`src/rtl/alu_pkg.sv`:
```
// Shared constants for the ALU result routing datapath: channel count,
// select width and the select encoding used to steer result words.
package alu_pkg;

  localparam int ALU_NUM_CH = 4;
  localparam int ALU_SEL_W  = 2;

  localparam logic [ALU_SEL_W-1:0] SEL_CH0 = 2'd0;
  localparam logic [ALU_SEL_W-1:0] SEL_CH1 = 2'd1;
  localparam logic [ALU_SEL_W-1:0] SEL_CH2 = 2'd2;
  localparam logic [ALU_SEL_W-1:0] SEL_CH3 = 2'd3;

endpackage

```
`src/rtl/alu_result_demux_fifo.sv`:
```
// Per-channel FIFO for the result router; a pushed word is visible at the head one cycle later.
// Backpressure: the pusher must respect full_o; a full FIFO ignores push even while popping.
module demux_chan_fifo #(
  parameter int WIDTH = 32,
  parameter int DEPTH = 2
) (
  input  logic             clk,
  input  logic             rst_n,
  input  logic             push_i,
  input  logic [WIDTH-1:0] push_dat_i,
  input  logic             pop_i,
  output logic [WIDTH-1:0] head_dat_o,
  output logic             vld_o,
  output logic             full_o
);

  localparam int PTR_W = $clog2(DEPTH);
  localparam int CNT_W = PTR_W + 1;

  logic [WIDTH-1:0] mem_q [DEPTH];
  logic [PTR_W-1:0] wr_ptr_q, wr_ptr_d;
  logic [PTR_W-1:0] rd_ptr_q, rd_ptr_d;
  logic [CNT_W-1:0] count_q, count_d;
  logic             push_ok;
  logic             pop_ok;

  assign full_o     = (count_q == CNT_W'(DEPTH));
  assign vld_o      = (count_q != '0);
  assign head_dat_o = mem_q[rd_ptr_q];

  // Full is judged on registered state only, so a same-cycle pop never frees the slot.
  assign push_ok = push_i && !full_o;
  assign pop_ok  = pop_i && vld_o;

  always_comb begin
    wr_ptr_d = wr_ptr_q;
    rd_ptr_d = rd_ptr_q;
    count_d  = count_q;
    if (push_ok) wr_ptr_d = wr_ptr_q + PTR_W'(1);
    if (pop_ok)  rd_ptr_d = rd_ptr_q + PTR_W'(1);
    case ({push_ok, pop_ok})
      2'b10:   count_d = count_q + CNT_W'(1);
      2'b01:   count_d = count_q - CNT_W'(1);
      default: count_d = count_q;
    endcase
  end

  always_ff @(posedge clk or negedge rst_n) begin
    if (!rst_n) begin
      wr_ptr_q <= '0;
      rd_ptr_q <= '0;
      count_q  <= '0;
    end else begin
      wr_ptr_q <= wr_ptr_d;
      rd_ptr_q <= rd_ptr_d;
      count_q  <= count_d;
    end
  end

  always_ff @(posedge clk) begin
    if (push_ok) mem_q[wr_ptr_q] <= push_dat_i;
  end

endmodule

```
`src/rtl/alu_result_demux.sv`:
```
// 1-to-4 registered result router; one cycle from push to out_valid, no bypass.
// Backpressure: in_ready drops only while the selected channel is full; channels stall independently.
module alu_result_demux
  import alu_pkg::*;
#(
  parameter int WIDTH = 32,
  parameter int DEPTH = 2
) (
  input  logic                        clk,
  input  logic                        rst_n,
  input  logic                        in_valid,
  output logic                        in_ready,
  input  logic [ALU_SEL_W-1:0]        in_sel,
  input  logic [WIDTH-1:0]            in_data,
  output logic [ALU_NUM_CH-1:0]       out_valid,
  input  logic [ALU_NUM_CH-1:0]       out_ready,
  output logic [ALU_NUM_CH*WIDTH-1:0] out_data,
  output logic [ALU_NUM_CH-1:0]       chan_full
);

  logic [ALU_NUM_CH-1:0] push_en;

  assign in_ready = !chan_full[in_sel];

  always_comb begin
    push_en = '0;
    if (in_valid && in_ready) begin
      case (in_sel)
        SEL_CH0: push_en[0] = 1'b1;
        SEL_CH1: push_en[1] = 1'b1;
        SEL_CH2: push_en[2] = 1'b1;
        SEL_CH3: push_en[3] = 1'b1;
        default: push_en    = '0;
      endcase
    end
  end

  for (genvar k = 0; k < ALU_NUM_CH; k++) begin : g_chan
    demux_chan_fifo #(
      .WIDTH(WIDTH),
      .DEPTH(DEPTH)
    ) u_fifo (
      .clk       (clk),
      .rst_n     (rst_n),
      .push_i    (push_en[k]),
      .push_dat_i(in_data),
      .pop_i     (out_ready[k]),
      .head_dat_o(out_data[k*WIDTH +: WIDTH]),
      .vld_o     (out_valid[k]),
      .full_o    (chan_full[k])
    );
  end

endmodule

```
`config.mk`:
```
export PLATFORM = sky130hd
export DESIGN_NAME = alu_result_demux
export DESIGN_NICKNAME = d
export VERILOG_FILES = /design/src/rtl/alu_pkg.sv /design/src/rtl/alu_result_demux_fifo.sv /design/src/rtl/alu_result_demux.sv
export SDC_FILE = /design/constraint.sdc
export NUM_CORES = 1
export LEC_CHECK = 0
export CAP_MARGIN = 20
export CORE_UTILIZATION = 55
export DETAILED_ROUTE_END_ITERATION = 8
export GPL_TIMING_DRIVEN = 0
export PLACE_DENSITY = 0.83
export SETUP_SLACK_MARGIN = 0.3
export SKIP_CTS_REPAIR_TIMING = 1
export SYNTH_ARGS = -nofsm -noshare
export SYNTH_HDL_FRONTEND = slang
export SYNTH_SLANG_ARGS = --single-unit
```
`constraint.sdc`:
```
create_clock -name clk -period 4.35 [get_ports clk]
set_input_delay 0.87 -clock clk [delete_from_list [all_inputs] [get_ports clk]]
set_output_delay 0.87 -clock clk [all_outputs]
set_load 0.005 [all_outputs]
```
==> metrics <==
total CTS buffers 26; Worst-path clk slew 60 ps; crit path cell chain clkdlybuf4s50_1 -> mux4_1 -> clkdlybuf4s50_1; max-slew violation count 0; simple-gate share of the synthesized area 1.57%; Total Neg Setup Slack 0 ps; Final GP Congestion 0.770; xor/xnor share of the synthesized area 1.80%; status finished clean; root buffer cell clkbuf_16; Distinct cells, synth 24; Slew @ Worst Pin 737 ps; Antenna Cells 0; cell area after synthesis 10100 µm²; Tcrit/Tclk final 77.2%; die width 138 µm; Initial DRT Pass Iterations 6; Yosys top cell area share 75.9%; cell taking the most area after synthesis edfxtp_1; Core Region 18000 µm²; Cells after Synth 488; worst hold path type flip-flop to flip-flop; fmax 298 MHz; Clk network pwr share 27.1%; CP Capture Type output port; DP Wirelength 13700 µm; number of enable flip-flop cells after synthesis 256; Util after Layout 73.4%; top_reg_cell synth edfxtp_1; GRT Total Usage 22.6%; sw frac 26.2%; Die Y 138 µm; RSZ-0062 raised after global routing no; internal power 0.00573 W; Syn Nets 533; setup violators final 0; H-tree depth 1; Residual DRC 0; LEAKAGE 4.49 nW; relative slew slack 50.7%; Synth top cells by count edfxtp_1, mux2_2, dfrtp_1, buf_2, nor2_1; Worst path max stage delay 590 ps; Crit path required time 3480 ps; critical path's top delay family buffers and inverters; die area 19000 µm²; vias in the first global route 5390; Initial DRC Count 249; Synth async-reset ratio 5.88%; CP arrival 2490 ps; clk_skew 14.9 ps; largest net degree at the start of global routing 23; switching power 0.00203 W; critical-path maximum fanout 5; final hold vios 0; #FFs+latches synth 272; final antenna-violating net count 0; slowest CP cell mux4_1; Synthesis Warnings 0; Overflow after GRT 0; wire length per cell 22.3 µm; Layout Nets 746; WS Path Type input port to output port; routed vias/inst 5.41; fillers 1029; Synth area leaders edfxtp_1, mux2_2, dfrtp_1; largest family of logic cells by synthesized area multiplexers; Adder-Cell Fraction of Synth Area 0.494%; port bufs 177; # rows 49; first-pass GRT wire length 30600 µm; via count 5138; PwrDens 586 nW/µm²; top-count cell post-synth edfxtp_1; Seq/Total Area, Yosys 79.9%; crit start category input port; mux cell area share after synthesis 14.5%; starting density of the core 56.2%; clock latency on the worst-skew pair 520 ps; Ports 178; Seq pwr share 41.7%; Avg Inst Size Synth 20.8 µm²; share of cells above drive strength 1 29.0%; initial antenna violation count 0; final wirelength 21200 µm; Sink Count 272; Max Cap Violations 0; fraction of the mapped netlist area in compound gates 0%; Max clock buf depth 3; Buf+Inv Stages, Crit Path 2; Comb power frac 31.3%; min cycle time layout 3360 ps; CTS tree built; VDD IR-drop max 0.000431 V; Area Overhead vs Synth 30.7%; Top cell by count, worst path clkdlybuf4s50_1
metrics by stage:
stage	instances	hold slack (ps)	worst slack (ps)	instance area (µm²)	power [W]
after detailed placement	902	473	1010	12400	0.00572
after global placement	894	464	-687	12200	0.00561
after global routing	950	509	863	13200	0.00807
after CTS	950	486	970	13200	0.00782
after floorplan	488	448	1030	10100	0.00440
final	950	484	992	13200	0.00775
layout make-up:
| cell class | count | area [µm²] | area share (%) |
|---|---|---|---|
| sequential | 272 | 8090 | 61.1 |
| timing repair buffer | 185 | 1960 | 14.8 |
| multi-input combinational | 182 | 1920 | 14.5 |
| clock buffer | 34 | 702 | 5.30 |
| tap | 229 | 287 | 2.17 |
| buffer | 26 | 150 | 1.13 |
| clock inverter | 14 | 93.8 | 0.709 |
| inverter | 8 | 30.0 | 0.227 |
flip-flops by register name, summed over array words and instances, names as in the netlist:
signal,count
g_chan.u_fifo.count_q,8
g_chan.u_fifo.rd_ptr_q,4
g_chan.u_fifo.mem_q,256
g_chan.u_fifo.wr_ptr_q,4
power groups by stage:
stage	registers, W	logic (W)	clock network [W]
floorplan	0.00325	0.00115	0
global placement	0.00327	0.00234	0
detailed placement	0.00328	0.00244	0
CTS	0.00323	0.00246	0.00213
global route	0.00325	0.00259	0.00222
finish	0.00323	0.00243	0.00210
path summary, 6_finish.rpt:
path / start / endpoint / slack (ps) / cells after the start
worst max-delay path: in_sel[1] / in_ready / 990 / 3
worst min-delay path: g_chan[0].u_fifo.count_q[1] / g_chan[0].u_fifo.count_q[1] / 480 / 1
worst max register to register: g_chan[0].u_fifo.count_q[0] / g_chan[0].u_fifo.mem_q[0][20] / 2040 / 6
worst min register to register: g_chan[0].u_fifo.count_q[1] / g_chan[0].u_fifo.count_q[1] / 480 / 1
max in group asynchronous: rst_n / g_chan[1].u_fifo.count_q[1] / 3090 / 1
min in group asynchronous: rst_n / g_chan[0].u_fifo.count_q[1] / 790 / 1
kinds of logic after synthesis:
group | after synthesis
xor gates and xnor gates | 20
adders and majority gates | 4
buffers and inverters | 34
DFF | 272
muxes | 129
and+or+nand+nor | 29
layout by cell type (no fill, tap or decap), drive strengths merged:
master | synthesis | layout
nand4 | 1 | 1
mux2 | 128 | 128
bufinv | 0 | 1
clkbuf | 5 | 39
mux4 | 1 | 1
xnor2 | 12 | 12
and2 | 4 | 4
nand2 | 1 | 1
buf | 21 | 29
nor2b | 1 | 1
clkinv | 0 | 12
nor2 | 12 | 12
or2 | 4 | 4
xor2 | 8 | 8
clkdlybuf4s50 | 0 | 177
inv | 8 | 9
or3 | 1 | 1
or4b | 1 | 1
ha | 4 | 4
nand4b | 1 | 1
nand2b | 3 | 3
dfrtp | 16 | 16
edfxtp | 256 | 256
worst reg2reg max path: cells and delay by family, from the launching register on:
| kind | cells | cell delay [ps] |
|---|---|---|
| simple gates | 3 | 1140 |
| flops | 1 | 400 |
| buf+inv | 3 | 450 |
layer usage:
| layer | vias to the layer above | share of wire (%) | track usage (%) |
|---|---|---|---|
| met1 | 2607 | 41 | 29.3 |
| met2 | 192 | 51 | 39.3 |
| met5 | - | 0 | 0 |
| li1 | 2305 | - | - |
| met3 | 34 | 6.3 | 4.01 |
| met4 | 0 | 1.9 | 6.28 |
Note: power is estimated with default switching activity, not from simulation.
